**config.mk**
```make
export PLATFORM = sky130hd
export DESIGN_NAME = rxll_frame_rd
export DESIGN_NICKNAME = d
export VERILOG_FILES = /design/src/rtl/rxll_frame_rd_pkg.sv /design/src/rtl/rxll_out_reg.sv /design/src/rtl/rxll_frame_rd.sv
export SDC_FILE = /design/constraint.sdc
export NUM_CORES = 1
export LEC_CHECK = 0
export ABC_AREA = 1
export CORE_AREA = 2 2 82 142
export CTS_BUF_LIST = sky130_fd_sc_hd__clkbuf_8 sky130_fd_sc_hd__clkbuf_16
export DETAILED_ROUTE_END_ITERATION = 12
export DIE_AREA = 0 0 84 144
export GPL_TIMING_DRIVEN = 1
export PLACE_DENSITY = 0.5
export SKIP_LAST_GASP = 1
export SLEW_MARGIN = 30
export SYNTH_ARGS = -nofsm -noshare
export SYNTH_HDL_FRONTEND = slang
export SYNTH_HIERARCHICAL = 1
export SYNTH_SLANG_ARGS = --single-unit
```
**constraint.sdc**
```tcl
create_clock -name rd_clk -period 1.6 [get_ports rd_clk]
set_input_delay 0.4 -clock rd_clk [delete_from_list [all_inputs] [get_ports rd_clk]]
set_output_delay 0.4 -clock rd_clk [all_outputs]
set_load 0.1 [all_outputs]
```
**src/rtl/rxll_frame_rd_pkg.sv**
```systemverilog
// Shared definitions for the receive link-layer frame unloader: FIFO word layout,
// unloader state encoding and well-known FIS type codes.
package rxll_frame_rd_pkg;

   localparam int SOF_BIT = 32;
   localparam int CRC_BIT = 33;
   localparam int EOF_BIT = 34;

   localparam int C_MAX_DW_DFLT = 2049;

   localparam logic [7:0] FIS_D2H_REG   = 8'h34;
   localparam logic [7:0] FIS_DATA      = 8'h46;
   localparam logic [7:0] FIS_PIO_SETUP = 8'h5F;

   typedef enum logic [2:0] {
      ST_IDLE,
      ST_HUNT,
      ST_DATA,
      ST_DROP,
      ST_DONE
   } state_t;

endpackage

```
**src/rtl/rxll_out_reg.sv**
```systemverilog
// Single-entry valid/ready output register: a load shows up as valid on the next cycle.
// The caller only loads when the entry is empty or draining, so a held word is never overwritten.
module rxll_out_reg (
   input  logic        clk,
   input  logic        rst,
   input  logic        load,
   input  logic [31:0] load_data,
   input  logic        load_sof,
   input  logic        load_eof,
   input  logic        ready,
   output logic        valid,
   output logic [31:0] data,
   output logic        sof,
   output logic        eof
);

   always_ff @(posedge clk) begin
      if (rst) begin
         valid <= 1'b0;
         data  <= '0;
         sof   <= 1'b0;
         eof   <= 1'b0;
      end else if (load) begin
         valid <= 1'b1;
         data  <= load_data;
         sof   <= load_sof;
         eof   <= load_eof;
      end else if (ready) begin
         valid <= 1'b0;
      end
   end

endmodule

```
**src/rtl/rxll_frame_rd.sv**
```systemverilog
// Frame unloader between the receive link-layer FIFO and the transport stream; first dword
// appears one cycle after its pop, and pops stall while the output register is held by fis_ready=0.
module rxll_frame_rd
   import rxll_frame_rd_pkg::*;
#(
   parameter int C_MAX_DW = C_MAX_DW_DFLT,
   parameter int C_LEN_W  = 12
) (
   input  logic               rd_clk,
   input  logic               rst,
   input  logic [35:0]        rd_do,
   input  logic               rd_empty,
   input  logic               rd_almost_empty,
   input  logic               rd_eof_rdy,
   output logic               rd_en,
   output logic [31:0]        fis_data,
   output logic               fis_valid,
   input  logic               fis_ready,
   output logic               fis_sof,
   output logic               fis_eof,
   output logic [7:0]         fis_type,
   output logic [C_LEN_W-1:0] fis_len,
   output logic               fis_done,
   output logic               fis_err_crc,
   output logic               fis_err_len,
   output logic               fis_err_sof
);

   localparam logic [C_LEN_W-1:0] MAX_LEN = C_LEN_W'(C_MAX_DW);

   state_t             state, state_nxt;
   logic [C_LEN_W-1:0] len;
   logic               w_sof, w_crc, w_eof;
   logic               can_pop;
   logic               load, load_sof, load_eof;
   logic               start, inc, clr_err, set_crc, set_len, set_sof;
   logic               unused_rsvd;

   assign w_sof       = rd_do[SOF_BIT];
   assign w_crc       = rd_do[CRC_BIT];
   assign w_eof       = rd_do[EOF_BIT];
   assign unused_rsvd = rd_do[35];
   assign can_pop     = !rd_empty && (!fis_valid || fis_ready);
   assign fis_len     = len;

   always_ff @(posedge rd_clk) begin
      if (rst) state <= ST_IDLE;
      else     state <= state_nxt;
   end

   always_comb begin
      state_nxt = state;
      rd_en     = 1'b0;
      load      = 1'b0;
      load_sof  = 1'b0;
      load_eof  = 1'b0;
      start     = 1'b0;
      inc       = 1'b0;
      clr_err   = 1'b0;
      set_crc   = 1'b0;
      set_len   = 1'b0;
      set_sof   = 1'b0;
      fis_done  = 1'b0;
      case (state)
         ST_IDLE: begin
            // Long DATA FIS is cut through before its EOF has arrived.
            if (rd_eof_rdy || !rd_almost_empty) begin
               state_nxt = ST_HUNT;
               clr_err   = 1'b1;
            end
         end
         ST_HUNT: begin
            rd_en = can_pop;
            if (can_pop && w_sof) begin
               load      = 1'b1;
               load_sof  = 1'b1;
               load_eof  = w_eof;
               start     = 1'b1;
               set_crc   = w_eof && w_crc;
               state_nxt = w_eof ? ST_DONE : ST_DATA;
            end
         end
         ST_DATA: begin
            rd_en = can_pop;
            if (can_pop) begin
               inc = 1'b1;
               if (w_sof || len == MAX_LEN) begin
                  set_sof   = w_sof;
                  set_len   = (len == MAX_LEN);
                  set_crc   = w_eof && w_crc;
                  state_nxt = w_eof ? ST_DONE : ST_DROP;
               end else begin
                  load     = 1'b1;
                  load_eof = w_eof;
                  if (w_eof) begin
                     set_crc   = w_crc;
                     state_nxt = ST_DONE;
                  end
               end
            end
         end
         ST_DROP: begin
            // Dropped words never reach the output register, so backpressure is irrelevant.
            rd_en = !rd_empty;
            if (!rd_empty && w_eof) begin
               set_crc   = w_crc;
               state_nxt = ST_DONE;
            end
         end
         ST_DONE: begin
            if (!fis_valid) begin
               fis_done  = 1'b1;
               state_nxt = ST_IDLE;
            end
         end
         default: state_nxt = ST_IDLE;
      endcase
   end

   always_ff @(posedge rd_clk) begin
      if (rst) begin
         len         <= '0;
         fis_type    <= '0;
         fis_err_crc <= 1'b0;
         fis_err_len <= 1'b0;
         fis_err_sof <= 1'b0;
      end else begin
         if (start) begin
            fis_type <= rd_do[7:0];
            len      <= C_LEN_W'(1);
         end else if (inc && len != MAX_LEN) begin
            len <= len + 1'b1;
         end
         if (clr_err) begin
            fis_err_crc <= 1'b0;
            fis_err_len <= 1'b0;
            fis_err_sof <= 1'b0;
         end else begin
            if (set_crc) fis_err_crc <= 1'b1;
            if (set_len) fis_err_len <= 1'b1;
            if (set_sof) fis_err_sof <= 1'b1;
         end
      end
   end

   rxll_out_reg u_out_reg (
      .clk       (rd_clk),
      .rst       (rst),
      .load      (load),
      .load_data (rd_do[31:0]),
      .load_sof  (load_sof),
      .load_eof  (load_eof),
      .ready     (fis_ready),
      .valid     (fis_valid),
      .data      (fis_data),
      .sof       (fis_sof),
      .eof       (fis_eof)
   );

endmodule

```
### Yosys cells after proc, flatten, opt, wreduce, memory -nomap -nowiden

Cells that the tools add are included.

| operators by class | value |
|---|---|
| mux-type cells | 42 |
| add/subtract/negate cells | 1 |
| reduce and logical (&&, ||, !) cells | 18 |
| equal/unequal tests | 12 |

Operators with widths:

| kind | count |
|---|---|
| two-way mux 1 bit | 28 |
| two-way mux 3 bit | 9 |
| case mux 3 bit (5 select lines) | 1 |
| adder 12 x 1 -> 12 bit, second input constant | 1 |
| == test 12 bit, second input constant | 1 |
| inequality test 12 bit, second input constant | 1 |
| inequality test 2 bit, second input constant | 5 |
| == test 3 x 2 -> 1 bit, second input constant | 2 |
| case mux 1 bit (2 select lines) | 3 |
| AND reduction 6 bit | 1 |
| OR reduction 2 bit | 3 |
| logical AND 1 bit | 5 |
| nonzero test 2 bit | 2 |
| == test 3 x 1 -> 1 bit, second input constant | 1 |
| == test 3 bit, second input constant | 1 |
| zero test 1 bit | 3 |
| zero test 3 bit | 1 |
| logical OR 1 bit | 3 |
| inequality test 3 bit, second input constant | 1 |
| case mux 1 bit (3 select lines) | 1 |

| storage, ports and cells | value |
|---|---|
| word-level logic and storage cells | 84 |
| output and inout bits | 60 |
| register bits after elaboration | 61 |
| input port bits | 42 |

### Logic depth before layout (Yosys ltp)

Gate-level depths: netlist of the first run.

| logic depth | value |
|---|---|
| depth in word-level cells | 8 |
| mapped depth | 12 |
| mapped depth without buffers | 10 |

### Hierarchy

Netlist of the first run, hierarchy kept.

By module, submodules not included:

| module | seq. area each (µm²) | cells an instance | area each (µm²) | instances |
|---|---|---|---|---|
| rxll_frame_rd | 520.5 | 211 | 1452.6 | 1 |
| rxll_out_reg | 700.7 | 151 | 1221.2 | 1 |

### Worst setup path after synthesis of the first run

OpenSTA, ideal clock, no wires.

| timing | value |
|---|---|
| path kind | reg2out |
| from | register u_out_reg.valid |
| to | output fis_done |
| arrival | 2.892 ns |
| path buffers | 0 |
| setup slack | -1.692 ns |
| cell stages (with the launch flop) | 2 |
| required time | 1.200 ns |
| cells stage by stage | dfxtp_1 -> nor3_1 |

| on the way | value |
|---|---|
| cells in the longest elaborated chain, start to end | 2 |

Ends and longest elaborated chain:

| element | line | text |
|---|---|---|
| from (decl) | rxll_out_reg.sv:11 | `output logic valid,` |
| from (signal assigned) | rxll_out_reg.sv:19 | `valid <= 1'b0;` |
| from (signal assigned) | rxll_out_reg.sv:24 | `valid <= 1'b1;` |
| from (signal assigned) | rxll_out_reg.sv:29 | `valid <= 1'b0;` |
| two-way mux 1 bit | rxll_frame_rd.sv:111 | `if (!fis_valid) begin` |
| two-way mux 1 bit | rxll_frame_rd.sv:64 | `case (state)` |
| to (decl) | rxll_frame_rd.sv:23 | `output logic fis_done,` |

No other way between the ends.

### Final worst setup path of the first run

| timing | value |
|---|---|
| from | register state[0] |
| to | output rd_en |

| on the way | value |
|---|---|
| cells in the longest elaborated chain, start to end | 3 |
| elaborated cells between the ends (all ways) | 5 |
| those cells by class | 3 x eq/ne; 1 x mux; 1 x reduce/logical |

Ends and longest elaborated chain:

| element | line | text |
|---|---|---|
| from (decl) | rxll_frame_rd.sv:31 | `state_t state, state_nxt;` |
| from (signal assigned) | rxll_frame_rd.sv:48 | `else state <= state_nxt;` |
| == test 3 x 2 -> 1 bit / == test 3 x 1 -> 1 bit (equally long branches) | rxll_frame_rd.sv:64 |  |
| OR reduction 2 bit (no line) | n/a |  |
| case mux 1 bit (2 select lines) (*) | rxll_frame_rd.sv:64 |  |
| to (decl) | rxll_frame_rd.sv:15 | `output logic rd_en,` |

Every way passes the cells marked *; elsewhere a longest branch is shown, timed or not.

==> results of run 1 <==
## synthesized netlist by cell type (3+ instances only)
master / n
nand3_1: 12
nor2_1: 105
o21ai_0: 51
nor3_1: 7
inv_2: 4
inv_1: 25
buf_6: 5
nand2_1: 42
nor3b_2: 4
a21oi_1: 11
clkbuf_2: 3
xor2_1: 4
dfxtp_1: 61
clkbuf_4: 3
## power groups by stage
| stage | Combinational (uW) | Clock, uW | Sequential, uW |
|---|---|---|---|
| final | 4550 | 1690 | 2130 |
| after global placement | 4190 | 0 | 2150 |
| after global routing | 4760 | 1840 | 2160 |
| after detailed placement | 4210 | 0 | 2150 |
| after floorplan | 1010 | 0 | 3720 |
| after CTS | 4430 | 1760 | 2140 |
## metrics by stage
step,instances,instance area (um^2)
5_1_grt,647,5238
6_report,647,5238
3_3_place_gp,616,4742
4_1_cts,643,5140
2_1_floorplan,362,2806
3_5_place_dp,616,4742
## worst max-delay path: cells and delay by family, from the launching register on
kind	cells	cell delay (ns)
AO/OA/AOI/OAI	1	0.06
buffers and inverters	2	0.28
flip-flops	1	0.34
AND/OR/NAND/NOR	3	0.27
## area by class of cell
cell class	count	area, um^2
clock buffer	10	239.0
tap	132	165.2
timing repair buffer	152	2052
clock inverter	5	22.52
fill	1062	5802
sequential	61	1274
multi-input combinational	258	1359
inverter	29	126.4
## state kept, by name, summed over array words and instances (netlist names)
name             count
fis_err_crc          1
fis_err_len          1
fis_err_sof          1
fis_len             12
fis_type             8
state                3
u_out_reg/data      32
u_out_reg/eof        1
u_out_reg/sof        1
u_out_reg/valid      1
## routing by layer
layer | GRT usage, % | vias to the layer above | routed length, um
met3 | 3.196 | 19 | 410
met2 | 28.08 | 75 | 4992
met5 | 0 | - | 0
met1 | 13.46 | 1297 | 2952
li1 | - | 1457 | -
met4 | 8.659 | 0 | 261
## path summary, 6_finish.rpt
check / startpoint / to / slack, ns / cells past startpoint
max reg2reg: state[0]$_SDFFE_PP0P_ / state[2]$_SDFFE_PP0P_ / -0.03 / 11
min reg2reg: fis_err_len$_SDFFE_PP0P_ / fis_err_len$_SDFFE_PP0P_ / 0.49 / 2
max: state[0]$_SDFFE_PP0P_ / rd_en / -0.09 / 6
min: fis_err_len$_SDFFE_PP0P_ / fis_err_len$_SDFFE_PP0P_ / 0.49 / 2
## repair_timing
action	4_1_cts	5_1_grt
gates resized for setup	18	20
hold buffers	0	0
setup buffers	12	3
pin swaps	9	6
endpoints found under the hold margin	0	0
setup endpoints to repair	38	41
gates cloned	0	1
## kinds of logic (layout without fill, tap and decap cells)
logic type,count (synthesis),count (layout),synth area share [%]
AND/OR/NAND/NOR,182,182,29.85
AO/OA/AOI/OAI,68,68,13.38
flip-flops,61,61,45.67
buffers and inverters,43,196,8.188
XOR/XNOR,6,6,1.965
adder cells (fa/ha/maj),2,2,0.9357
==> flow_summary.ini, run 1 <==
[status]
status = finished, violations left
violations = setup timing

[timing]
period_minus_slack_ns = 1.687
fmax_mhz = 592.8
hold_viol = 0
rsz0062_at_grt = yes
tightest_slew_ns = 0.3309
min_period_over_period_pct = 105.4
setup_violations = 3
slew-limit-headroom_pct = 77.70
setup_slack_ns = -0.08688
drv_slew = 0
skew_ns = 0.005529
hold_slack_ns = 0.4948
setup-tns-final_ns = -0.2015

[routing]
drt_iter0_drc = 139
wl_per_cell_um = 13.32
postRouteAntennaNets = 0
vias = 2848
drc = 0
via_per_inst = 4.402
routed_wl_mm = 8.617
firstDrtPassIters = 4

[hold_path]
worstHoldPathType = flop to flop

[pwr]
clkPwrFrac_pct = 20.2
share_comb_of_total_power_pct = 54.4
p_switching_uw = 3790
finalPower_uw = 8372
powerDensity_nw_per_um2 = 1598
netSwitchingFraction_pct = 45.27
internal_power_uw = 4582
leakage_uw = 0.002188
p_seq_share_pct = 25.4
ir_worst_vdd_mv = 0.8419

[synth]
syn-cell-area_um2 = 2674
synth_top_area_cell = dfxtp_1
synth_area_per_cell_um2 = 7.386
synth_fp_nets = 406
synth_edf_count = 0
synth_cells = 362
ys_seq_area_share_pct = 45.67
ys_async_sr_fraction_pct = 0
synth.ff_latch_count = 61
yosys-top-cells-area = dfxtp_1 (46%), nor2_1 (15%), o21ai_0 (9.5%)
synth_ff_type = dfxtp_1
ys_types = 32
yosysTopAreaCellShare_pct = 45.67
yosys_warnings = 6

[worst_setup_path]
crit_path_max_fanout = 2
criticalPathCategory = flop to output pin
slowest_stage = dfxtp_2
crit_arrival_ns = 1.29
end_kind = output pin
critPathMaxStageDelay_ns = 0.34
crit_path_start_kind = flop
required_ns = 1.20
cp_cell_sequence = buf_6 > nand2_4 > nor2_4 > o21ai_2 > nand2_2 > buf_12

[global_route]
overflow = 0
gr-usage-all-layers_pct = 14.41
grt_pass1_vias = 2869
grt_pass1_wl_mm = 13.61
antenna_found_initial = 0
grt_max_degree = 36

[cts]
cts_root_buffer = clkbuf_16
path_clk_slew_ns = 0.05
clock_sinks = 61
max-clock-path-buffers = 2
htreeDepth = 3
cts_buffers = 9
cts_tree = built
clock_latency_ns = 0.32

[placed_design]
dp_slack_ns = -0.4849
place.gp.congestion = 0.8664
io_buffers = 100
dp_hpwl_mm = 6.675

[floorplan]
die_area_um2 = 12100
ios = 102
rows = 51
initial_core_util_pct = 24.22
dieHeight_um = 144
die_w_um = 84
core_area_um2 = 11040

[flow_run]
cap_violations = 0

[final_layout]
area_growth_pct = 95.88
final_cell_mix = nor2_1 (93), buf_12 (63), buf_4 (46), dfxtp_1 (45), nand2_1 (39)
fin_nets = 555
final_core_util_pct = 47.44
final_common_cell = nor2_1
antenna_cells = 0
drive_above_1_share_pct = 36.31
No activity file was read; power rests on OpenSTA's default activity.
==> inputs of run 2 (changes only) <==
CELL_PAD_IN_SITES_DETAIL_PLACEMENT = 1   (was unset)
CELL_PAD_IN_SITES_GLOBAL_PLACEMENT = 1   (was unset)
PLACE_DENSITY = 0.68   (was 0.5)
==> flow_summary.ini, run 2 (same netlist as run 1, synthesis figures left out) <==
[status]
status = finished, violations left
violations = setup timing

[worst_setup_path]
reg2reg_depth = 10
endpoint = fis_done
reg2reg_to = fis_type[0]$_SDFFE_PP0P_
crit_path_start_kind = flop
crit_start = state[0]$_SDFFE_PP0P_
worstReg2RegStart = state[1]$_SDFFE_PP0P_
crit_path_max_fanout = 3
rrSetupSlack_ns = 0
required_ns = 1.20
criticalPathCategory = flop to output pin
end_kind = output pin
crit_arrival_ns = 1.32

[global_route]
overflow = 0
grt_max_degree = 36
grt_pass1_vias = 3325
grt_pass1_wl_mm = 16.16
antenna_found_initial = 0
gr-usage-all-layers_pct = 17.03

[pwr]
internal_power_uw = 4850
netSwitchingFraction_pct = 45.11
share_comb_of_total_power_pct = 54.2
p_switching_uw = 3985
leakage_uw = 0.002294
ir_worst_vdd_mv = 0.8151
powerDensity_nw_per_um2 = 1616
clkPwrFrac_pct = 21.5
p_seq_share_pct = 24.3

[timing]
min_period_over_period_pct = 107.7
period_minus_slack_ns = 1.723
setup_slack_ns = -0.1234
drv_slew = 0
tightest_slew_ns = 0.3142
hold_viol = 0
rsz0062_at_grt = yes
fmax_mhz = 580.3
slew-limit-headroom_pct = 78.83
hold_slack_ns = 0.4885
setup_violations = 2
skew_ns = 0.004825

[routing]
postRouteAntennaNets = 0
firstDrtPassIters = 5
routed_wl_mm = 10.12
via_per_inst = 4.572
wl_per_cell_um = 15.47
drc = 0
vias = 2990
drt_iter0_drc = 69

[final_layout]
design_area_um2 = 5466
drive_above_1_share_pct = 38.31
largest_reg_flops = 32
multi_input_area_um2 = 1448
area_growth_pct = 104.4
max_flop_register = u_out_reg/data
antenna_cells = 0
fin_nets = 561
final_cell_mix = nor2_1 (98), buf_12 (63), dfxtp_1 (45), buf_4 (45)
regArea_um2 = 1276
fin_cells = 654
final_common_cell = nor2_1
n_fill_cell = 1257

[floorplan]
initial_core_util_pct = 24.22
die_w_um = 84
rows = 51
dieHeight_um = 144
ios = 102
die_area_um2 = 12100
core_area_um2 = 11040

[cts]
htreeDepth = 3
cts_root_buffer = clkbuf_16
path_clk_slew_ns = 0.05
clock_latency_ns = 0.32
clock_sinks = 61
cts_tree = built
cts_buffers = 9
max-clock-path-buffers = 2
cts.hold.buffers_added = 0

[flow_run]
cap_violations = 0

[placed_design]
dp.cells = 621
io_buffers = 100
place.gp.congestion = 0.8508
dpl_cell_area_um2 = 4780
dp_hpwl_mm = 7.391

[hold_path]
worstHoldPathType = input pin to flop
[run 2: cell count changes in the layout (fill, tap and decap cells not counted), sizes merged]
cell	change
buf	+4
clkbuf	+2
clkinv	+3
inv	-3
nand2	+1
[run 2: power groups by stage]
stage,clock network (uW),logic (uW),registers (uW)
2_1_floorplan,0,1010,3720
3_3_place_gp,0,4230,2130
3_5_place_dp,0,4300,2140
4_1_cts,1950,4540,2140
5_1_grt,2030,5020,2180
6_report,1900,4790,2150
[run 2: worst max-delay path, cell delays in order (launching register included)]
cell and delay, ns:
dfxtp_4 0.36, buf_6 0.12, nor2_4 0.12, inv_2 0.06, nor3_4 0.14, buf_12 0.20
[run 2: routing by layer]
metal	vias to the layer above	track usage (%)	wire [um]
met5	-	0	0
met4	0	8.404	384
met3	26	4.452	463
met2	80	33.56	5997
met1	1414	15.92	3272
li1	1470	-	-
[run 2: stage by stage]
| stage | power (uW) | setup WS, ns | utilization (%) | TNS [ns] |
|---|---|---|---|---|
| floorplan | 4729 | -0.1267 | - | -0.3017 |
| finish | 8835 | -0.1234 | 49.52 | -0.2461 |
| global route | 9237 | -0.1719 | 49.52 | -1.622 |
| global placement | 6366 | -0.3952 | 43.30 | -21.61 |
| CTS | 8641 | -0.1406 | 47.31 | -0.2730 |
| detailed placement | 6441 | -0.4791 | 43.30 | -23.73 |
[run 2: area by class of cell]
cell class	count	share of cell area, %
clock buffer	11	5.035
clock inverter	5	0.4120
inverter	29	2.449
multi-input combinational	259	26.48
sequential	61	23.35
tap	132	3.021
timing repair buffer	157	39.25
[run 2: worst min path at each step]
stage	from	to	slack (ns)	depth (start not counted)
6_report	fis_ready	u_out_reg/valid$_SDFFE_PP0P_	0.49	4
5_1_grt	fis_ready	u_out_reg/valid$_SDFFE_PP0P_	0.50	4
4_1_cts	fis_ready	u_out_reg/valid$_SDFFE_PP0P_	0.48	4
3_5_place_dp	fis_err_len$_SDFFE_PP0P_	fis_err_len$_SDFFE_PP0P_	0.49	2
3_3_place_gp	fis_err_len$_SDFFE_PP0P_	fis_err_len$_SDFFE_PP0P_	0.48	2
2_1_floorplan	rst	u_out_reg/valid$_SDFFE_PP0P_	0.45	1
[run 2: timing repair]
item	4_1_cts	5_1_grt
endpoints found under the hold margin	0	0
pin swaps	11	10
setup endpoints to repair	55	50
gates cloned	1	3
setup buffers	6	7
resized for setup	28	35
==> inputs of run 3 (changes only) <==
PLACE_DENSITY = 0.65   (was 0.68)
SKIP_CTS_REPAIR_TIMING = 1   (was unset)
clock period = 2.1 ns   (was 1.6 ns; I/O delays follow)
==> flow_summary.ini, run 3 (same netlist as run 1, synthesis figures left out) <==
[timing]
setup_slack_ns = 0.1308
skew_ns = 0.007341
rsz0062_at_grt = no
period_minus_slack_ns = 1.969
slew-limit-headroom_pct = 71.57
setup_violations = 0
drv_slew = 0
setup-tns-final_ns = 0
hold_viol = 0
tightest_slew_ns = 0.4232
fmax_mhz = 507.8
min_period_over_period_pct = 93.77

[worst_setup_path]
crit_arrival_ns = 1.44
critPathMaxStageDelay_ns = 0.31
end_kind = output pin
crit_path_start_kind = flop
crit_path_max_fanout = 7
slowest_stage = dfxtp_1
required_ns = 1.57
criticalPathCategory = flop to output pin
cp_cell_sequence = inv_2 > nand3_2 > inv_1 > o21ai_2 > nand2_2 > buf_12

[pwr]
internal_power_uw = 3264
share_comb_of_total_power_pct = 45.0
clkPwrFrac_pct = 29.8
leakage_uw = 0.001888
ir_worst_vdd_mv = 0.7153
powerDensity_nw_per_um2 = 1411
p_seq_share_pct = 25.3
netSwitchingFraction_pct = 45.30
p_switching_uw = 2703

[global_route]
grt_pass1_wl_mm = 14.55
top_usage_layer = met2
use_met3_pct = 4.452
grt_max_degree = 35
antenna_found_initial = 0
overflow = 0
grt_pass1_vias = 2957
gr-usage-all-layers_pct = 15.30
use_met2_pct = 29.22
grt_use_met1_pct = 15.18

[final_layout]
max_flop_register = u_out_reg/data
antenna_cells = 0
final_core_util_pct = 38.31
largest_reg_flops = 32
drive_above_1_share_pct = 25.73
final_cell_mix = nor2_1 (105), buf_4 (69), dfxtp_1 (55), o21ai_0 (50), nand2_1 (41)
fin_nets = 521
area_growth_pct = 58.17
final_common_cell = nor2_1

[routing]
firstDrtPassIters = 4
drc = 0
routed_wl_mm = 8.907
vias = 2801
via_per_inst = 4.562
wl_per_cell_um = 14.51
postRouteAntennaNets = 0
drt_iter0_drc = 97

[cts]
cts_root_buffer = clkbuf_16
max-clock-path-buffers = 2
path_clk_slew_ns = 0.05
cts_tree = built
cts_buffers = 9
clock_sinks = 61
clock_latency_ns = 0.33
htreeDepth = 3

[floorplan]
rows = 51
die_w_um = 84
initial_core_util_pct = 24.22
dieHeight_um = 144
ios = 102
die_area_um2 = 12100
core_area_um2 = 11040

[flow_run]
cap_violations = 0

[placed_design]
dp_hpwl_mm = 6.784
io_buffers = 100
place.gp.congestion = 0.8162
dp_slack_ns = -0.1616

[status]
status = finished clean

[hold_path]
worstHoldPathType = flop to flop
==> run 3: cell types whose count changed in the layout (fill, tap and decap cells not counted), sizes merged <==
cell	before	now
buf	115	78
bufinv	0	3
clkbuf	13	12
clkinv	4	0
dlygate4sd2	2	0
dlymetal6s2s	0	2
nand2	46	45
==> run 3: cell type report <==
| class | instances | area [um^2] |
|---|---|---|
| Sequential cell | 61 | 1229 |
| Fill cell | 1358 | 6810 |
| Tap cell | 132 | 165.2 |
| Clock inverter | 4 | 93.84 |
| Inverter | 29 | 108.9 |
| Multi-Input combinational cell | 258 | 1262 |
| Clock buffer | 12 | 266.5 |
| Timing Repair Buffer | 118 | 1104 |
==> run 3: metal layers <==
layer  part of all wire (%)  vias up
li1                       -     1394
met1                     38     1307
met2                     54       83
met3                    5.5       17
met4                    2.7        0
met5                      0        -
==> run 3: worst max-delay path: cells and delay by family (launching register included) <==
| kind | cells | cell delay, ns |
|---|---|---|
| compound gates | 1 | 0.07 |
| simple gates | 2 | 0.25 |
| buf+inv | 3 | 0.48 |
| flops | 1 | 0.31 |
==> run 3: power by group through the flow <==
stage	logic [uW]	clock network [uW]	registers (uW)
final	2680	1780	1510
after detailed placement	2690	0	1530
after global placement	2660	0	1520
after CTS	2700	1820	1510
after floorplan	694	0	2820
after global routing	2850	1880	1530
==> run 3: worst paths after layout <==
path	from	endpoint	slack (ns)	depth (start not counted)
worst max-delay path	state[2]$_SDFFE_PP0P_	rd_en	0.13	6
worst min-delay path	fis_err_len$_SDFFE_PP0P_	fis_err_len$_SDFFE_PP0P_	0.46	2
worst max register to register	fis_len[0]$_SDFFE_PP0P_	u_out_reg/data[22]$_SDFFE_PP0P_	0.36	9
worst min register to register	fis_err_len$_SDFFE_PP0P_	fis_err_len$_SDFFE_PP0P_	0.46	2
==> run 3: stage by stage <==
step                      total power [uW]  instance area (um^2)  std cells  hold slack [ns]
after CTS                             6031                  4207        614           0.4633
after global routing                  6255                  4229        614           0.4822
after detailed placement              4219                  3846        598           0.4554
final                                 5966                  4229        614           0.4579
after floorplan                       3512                  2693        362           0.5513
after global placement                4182                  3846        598           0.4490
==> edit 1 (flow settings as in run 2) <==
Put one more register stage on the output `fis_err_sof`, cleared by the reset. The value now appears one clock later. The other outputs are not delayed to match.
--- a/src/rtl/rxll_frame_rd.sv
+++ b/src/rtl/rxll_frame_rd.sv
@@ -29,2 +29,4 @@
    localparam logic [C_LEN_W-1:0] MAX_LEN = C_LEN_W'(C_MAX_DW);
+
+   logic fis_err_sof_s0;
 
@@ -125,3 +127,3 @@
          fis_err_len <= 1'b0;
-         fis_err_sof <= 1'b0;
+         fis_err_sof_s0 <= 1'b0;
       end else begin
@@ -136,3 +138,3 @@
             fis_err_len <= 1'b0;
-            fis_err_sof <= 1'b0;
+            fis_err_sof_s0 <= 1'b0;
          end else begin
@@ -140,3 +142,3 @@
             if (set_len) fis_err_len <= 1'b1;
-            if (set_sof) fis_err_sof <= 1'b1;
+            if (set_sof) fis_err_sof_s0 <= 1'b1;
          end
@@ -159,2 +161,10 @@
 
+   always_ff @(posedge rd_clk) begin
+      if (rst) begin
+         fis_err_sof <= '0;
+      end else begin
+         fis_err_sof <= fis_err_sof_s0;
+      end
+   end
+
 endmodule
Function: changed (Yosys sat finds a counterexample within 4 cycles, from zero or initial values and one cycle with rst high).
==> edit 1 against run 2 <==
- the flow still finishes with violations (setup timing)
- via count decreased by 1.3%
- synthesized area up 4.4%
- worst setup slack better by 0.013 ns
- total power fell by 1.1%
- global-route usage decreased by 0.73 points
- clock power fell by 3%
- die area did not move
- final area fell by 0.11%
- wire length up 0.65%
- non-clock buffer count fell by 12
- sequential cell count up 1
- clock skew increased by 0.0032 ns
- largest power group unchanged
==> edit 1: results (changes against run 2) <==
status:
  status: "finished with violations"
  violations: "setup timing"
critical_path:
  reg2reg_from: "fis_len[1]"
  crit_fanout: 4  # +1
  r2r-end: "u_out_reg/data[7]"
yosys:
  netlist_top_cells_area: "dfxtp_1 (44%), nor2_1 (14%), o21ai_0 (8.6%)"
  synth.top_cells.by_count: "nor2_1 (101), dfxtp_1 (62), o21ai_0 (48)"
  synthDistinctLibCells: 37  # +16%
placed_design:
  gp_congestion: 0.8434  # -0.87%
  dp_hpwl_mm: 7.322  # -0.92%
timing:
  setup_viol: 2  # unchanged
  fin_tns_setup_ns: -0.2185  # +0.02758 ns
  worst_pin_slew_ns: 0.4427  # +0.1285 ns
  timing.final.ws_setup_ns: -0.1105  # +0.01292 ns
  hold_ws_ns: 0.4320  # -0.05645 ns
  skew_ns: 0.007993  # +0.003169 ns
route:
  drtIter0Drc: 65  # -5.8%
  viasPerCell: 4.567  # -0.12%
  routedWlPerCell_um: 15.76  # +1.9%
  drt_pre_antenna_iters: 4  # -1
floorplanning:
  start_util: 0.2527  # +0.01054
finish:
  fin_nets: 553  # -1.4%
  nFillCells: 1249  # -0.64%
  drive_gt1_frac: 0.4125  # +0.02931
worst_hold_path:
  min_to: "fis_err_sof"
global_routing:
  grt_pass1_wl_mm: 15.33  # -5.1%
  grt_util_all_layers: 0.1630  # -0.007306
## edit 1: changes by cell type after synthesis, moves of 2 or more
cell     change
o21ai_0      -3
a21oi_2     +10
nor3b_2      -4
nor2_1       -4
xor2_1       +2
nand2_1      +3
a21oi_1      -5
inv_2        +2
nor3_1       -3
## edit 1: final cells by class
class                      instances  area, um2  area share
timing repair buffer             145       2041      0.3737
multi-input combinational        258       1504      0.2754
sequential                        62       1299      0.2379
clock buffer                      11      264.0     0.04835
tap                              132      165.2     0.03025
inverter                          33      162.7     0.02979
clock inverter                     5      25.02    0.004583
## edit 1: timing repair
item,in CTS,in global routing
setup buffers,4,9
gates resized for setup,17,48
gates cloned,0,4
endpoints found under the hold margin,0,0
pin swaps,2,16
setup endpoints to repair,41,42
## edit 1: through the flow
stage / setup slack, ns / cell area, um2
5_1_grt: -0.1633 / 5460
3_3_place_gp: -0.3723 / 4816
6_report: -0.1105 / 5460
4_1_cts: -0.1275 / 5170
3_5_place_dp: -0.4802 / 4816
2_1_floorplan: -0.3318 / 2928
## edit 1: worst max-delay path, stage by stage (launching register included)
cell,delay (ns)
dfxtp_2,0.34
inv_4,0.09
nand2_4,0.07
nor2_4,0.17
o21ai_4,0.09
nand2_4,0.07
buf_12,0.16
## edit 1: routing by layer
metal  wire, um  GRT usage  vias up
met4        384    0.09253        0
met5          0          0        -
li1           -          -     1452
met1       3486     0.1531     1394
met3        511    0.05251       24
met2       5801     0.3069       80
## edit 1: cell families after synthesis
logic type / Yosys count / synth area share
DFF: 62 / 0.4448
buffers and inverters: 47 / 0.09283
and+or+nand+nor: 178 / 0.2834
xor gates and xnor gates: 7 / 0.02197
adders and majority gates: 2 / 0.008967
AOI/OAI and AO/OA: 70 / 0.1480
## edit 1: power by group
part,total (mW),switching [mW],internal [mW]
sequential,2.18,0.357,1.83
clock,1.85,0.684,1.17
combinational,4.70,2.95,1.75
total,8.73,3.99,4.74
## edit 1: worst max-delay path by stage
stage | startpoint | end | slack, ns
floorplan | u_out_reg/valid | fis_done | -0.33
global placement | rd_empty | u_out_reg/data[6] | -0.37
detailed placement | rd_empty | u_out_reg/data[7] | -0.48
CTS | state[2] | fis_done | -0.13
global route | state[2] | rd_en | -0.16
finish | state[2] | rd_en | -0.11
==> edit 2 (settings of run 2) <==
Made on the original files. Set the package constant `C_MAX_DW_DFLT` to 1024 (it was 2049).
--- a/src/rtl/rxll_frame_rd_pkg.sv
+++ b/src/rtl/rxll_frame_rd_pkg.sv
@@ -8,3 +8,3 @@
 
-   localparam int C_MAX_DW_DFLT = 2049;
+   localparam int C_MAX_DW_DFLT = 1024;
 
Check against the original RTL: same outputs for any inputs over 10 cycles, from zero or initial values and one cycle with rst high; that may be too few to reach the edited logic, so the function may still have changed.
==> edit 2 against run 2 <==
- the flow still finishes with violations (setup timing)
- core utilization is 2.1 points lower
- worst setup slack got worse by 0.0081 ns
- first-iteration DRC count rose by 36%
- via count is 3.9% lower
- wire length decreased by 1.4%
- total power down 2.4%
- final area decreased by 4.2%
- synthesized area shrank 1.4%
- sequential cell count unchanged
- cell count shrank 3.2%
- clock skew grew 0.00050 ns
- global-route usage is 0.82 points lower
==> edit 2: results (changes against run 2) <==
status:
  status: "finished with violations"
  violations: "setup timing"
critical_path:
  reg2reg_from: "fis_len[1]"
  rr_worst_depth: 10  # unchanged
  arrival_ns: 1.33
  crit_path_top_delay_cell: "dfxtp_4"
  rrSetupSlack_ns: 0  # unchanged
  r2r-end: "u_out_reg/data[14]"
  crit_fanout: 4  # +1
  crit_path_start: "state[1]"
  crit_end: "fis_done"
  slowest_delay_ns: 0.36  # about the same
  critPathTopFamily: "flip-flops"
route:
  routedWlPerCell_um: 15.76  # +1.8%
  vias: 2872  # -3.9%
  drt_pre_antenna_iters: 4  # -1
  drtIter0Drc: 94  # +36%
  wl_mm: 9.973  # -1.4%
  antenna_left: 0  # unchanged
power_and_ir_drop:
  p_leak_nw: 2.188  # -4.6%
  vdd_ir_drop_max_v: 0.0007823  # -4.0%
placed_design:
  io_buffer_count: 100  # unchanged
  dp_slack_ns: -0.4436  # +0.03550 ns
  gp_congestion: 0.8297  # -2.5%
  dp_hpwl_mm: 7.297  # -1.3%
  placed_cells: 607  # -2.3%
yosys:
  synthCells: 359  # -0.83%
  yosysWarnings: 6  # unchanged
  synth.top_cells.by_count: "nor2_1 (101), dfxtp_1 (61), nand2_1 (41)"
  syn_nets: 403  # -0.74%
  synthDistinctLibCells: 33  # +3.1%
  netlist_top_cells_area: "dfxtp_1 (46%), nor2_1 (14%), o21ai_0 (7.4%)"
  seq_area_frac_synth: 0.4632  # +0.006503
  async_flop_share: 0  # unchanged
  synthFlopType: "dfxtp_1"
finish:
  top_register: "u_out_reg/data"
  fin_nets: 540  # -3.7%
  diodes: 0  # unchanged
  drive_gt1_frac: 0.3713  # -0.01188
  largest_register_ffs: 32  # unchanged
timing:
  finalHoldViolations: 0  # unchanged
  skew_ns: 0.005327  # +0.0005022 ns
  setup_viol: 4  # +2
  timing.final.ws_setup_ns: -0.1315  # -0.008116 ns
  maxSlewHeadroom: 0.7875  # -0.0008820
global_routing:
  grt_pass1_wl_mm: 15.26  # -5.6%
  grt_pass1_vias: 3099  # -6.8%
  grt_util_all_layers: 0.1621  # -0.008155
  grt_max_degree: 36  # unchanged
  antenna_found_initial: 0  # unchanged
clock_network:
  cts.path.max_buffers: 2  # unchanged
  numCtsBuffers: 9  # unchanged
  clkTransAtPathRegs_ns: 0.05  # about the same
  clk_latency_ns: 0.33
  cts-root-buf: "clkbuf_16"
  htreeDepth: 3  # unchanged
worst_hold_path:
  hold_path_class: "input port to flop"
==> edit 2: changes by cell type in the layout (fill, tap and decap cells not counted), sizes merged, moves of 3 or more <==
cell,delta
a21oi,+3
buf,-20
inv,+4
nor3,-3
nor3b,-3
xor2,-3
==> edit 2: worst reg2reg max path: stages (launching register included) <==
cell,delay (ns)
dfxtp_4,0.36
inv_4,0.08
ha_4,0.12
nand2_1,0.07
nor2_4,0.16
nand2_4,0.08
nand3_4,0.09
nand2_8,0.12
clkbuf_16,0.20
o21ai_0,0.16
nor2_1,0.05
==> edit 2: kinds of logic after synthesis <==
| logic type | count (synthesis) | synth area share |
|---|---|---|
| buffers and inverters | 47 | 0.08780 |
| flip-flops | 61 | 0.4632 |
| AND/OR/NAND/NOR | 175 | 0.2890 |
| XOR/XNOR | 3 | 0.009969 |
| adder cells (fa/ha/maj) | 2 | 0.009491 |
| AO/OA/AOI/OAI | 71 | 0.1405 |
==> edit 2: layout make-up <==
type                            count  area [um2]
Fill cell                        1264        5801
Timing Repair Buffer              137        1972
Multi-Input combinational cell    252        1370
Sequential cell                    61        1269
Clock buffer                       10       250.2
Tap cell                          132       165.2
Inverter                           35       161.4
Clock inverter                      6       51.30
==> edit 2: per-layer routing <==
| metal | vias up | GRT usage | routed length (um) |
|---|---|---|---|
| li1 | 1422 | - | - |
| met4 | 0 | 0.06961 | 191 |
| met3 | 12 | 0.04795 | 399 |
| met1 | 1374 | 0.1472 | 3405 |
| met2 | 64 | 0.3259 | 5976 |
| met5 | - | 0 | 0 |
==> edit 2: worst min path at each step <==
stage                     depth (start not counted)              end        from  slack, ns
final                                             4  u_out_reg/valid   fis_ready       0.48
after global placement                            2       fis_len[5]  fis_len[5]       0.49
after detailed placement                          2       fis_len[5]  fis_len[5]       0.50
after CTS                                         4  u_out_reg/valid   fis_ready       0.48
after floorplan                                   1  u_out_reg/valid         rst       0.45
after global routing                              4  u_out_reg/valid   fis_ready       0.52
==> edit 2: repair_timing <==
item / 4_1_cts / 5_1_grt
pin swaps: 4 / 6
gates resized for setup: 20 / 59
hold buffers: 0 / 0
setup endpoints to repair: 42 / 46
setup buffers: 3 / 3
gates cloned: 1 / 3
==> edit 2: metrics by stage <==
stage	setup TNS, ns	area, um2
after floorplan	-0.3265	2766
after global placement	-19.38	4648
after detailed placement	-20.96	4648
after CTS	-0.3633	5046
after global routing	-2.668	5239
final	-0.2534	5239
==> edit 2: where the power goes <==
part           internal, mW  switching [mW]  leakage (nW)  total (mW)
logic                  1.64            2.90          1.53        4.53
registers              1.80           0.324         0.507        2.12
clock network          1.28           0.687         0.154        1.96
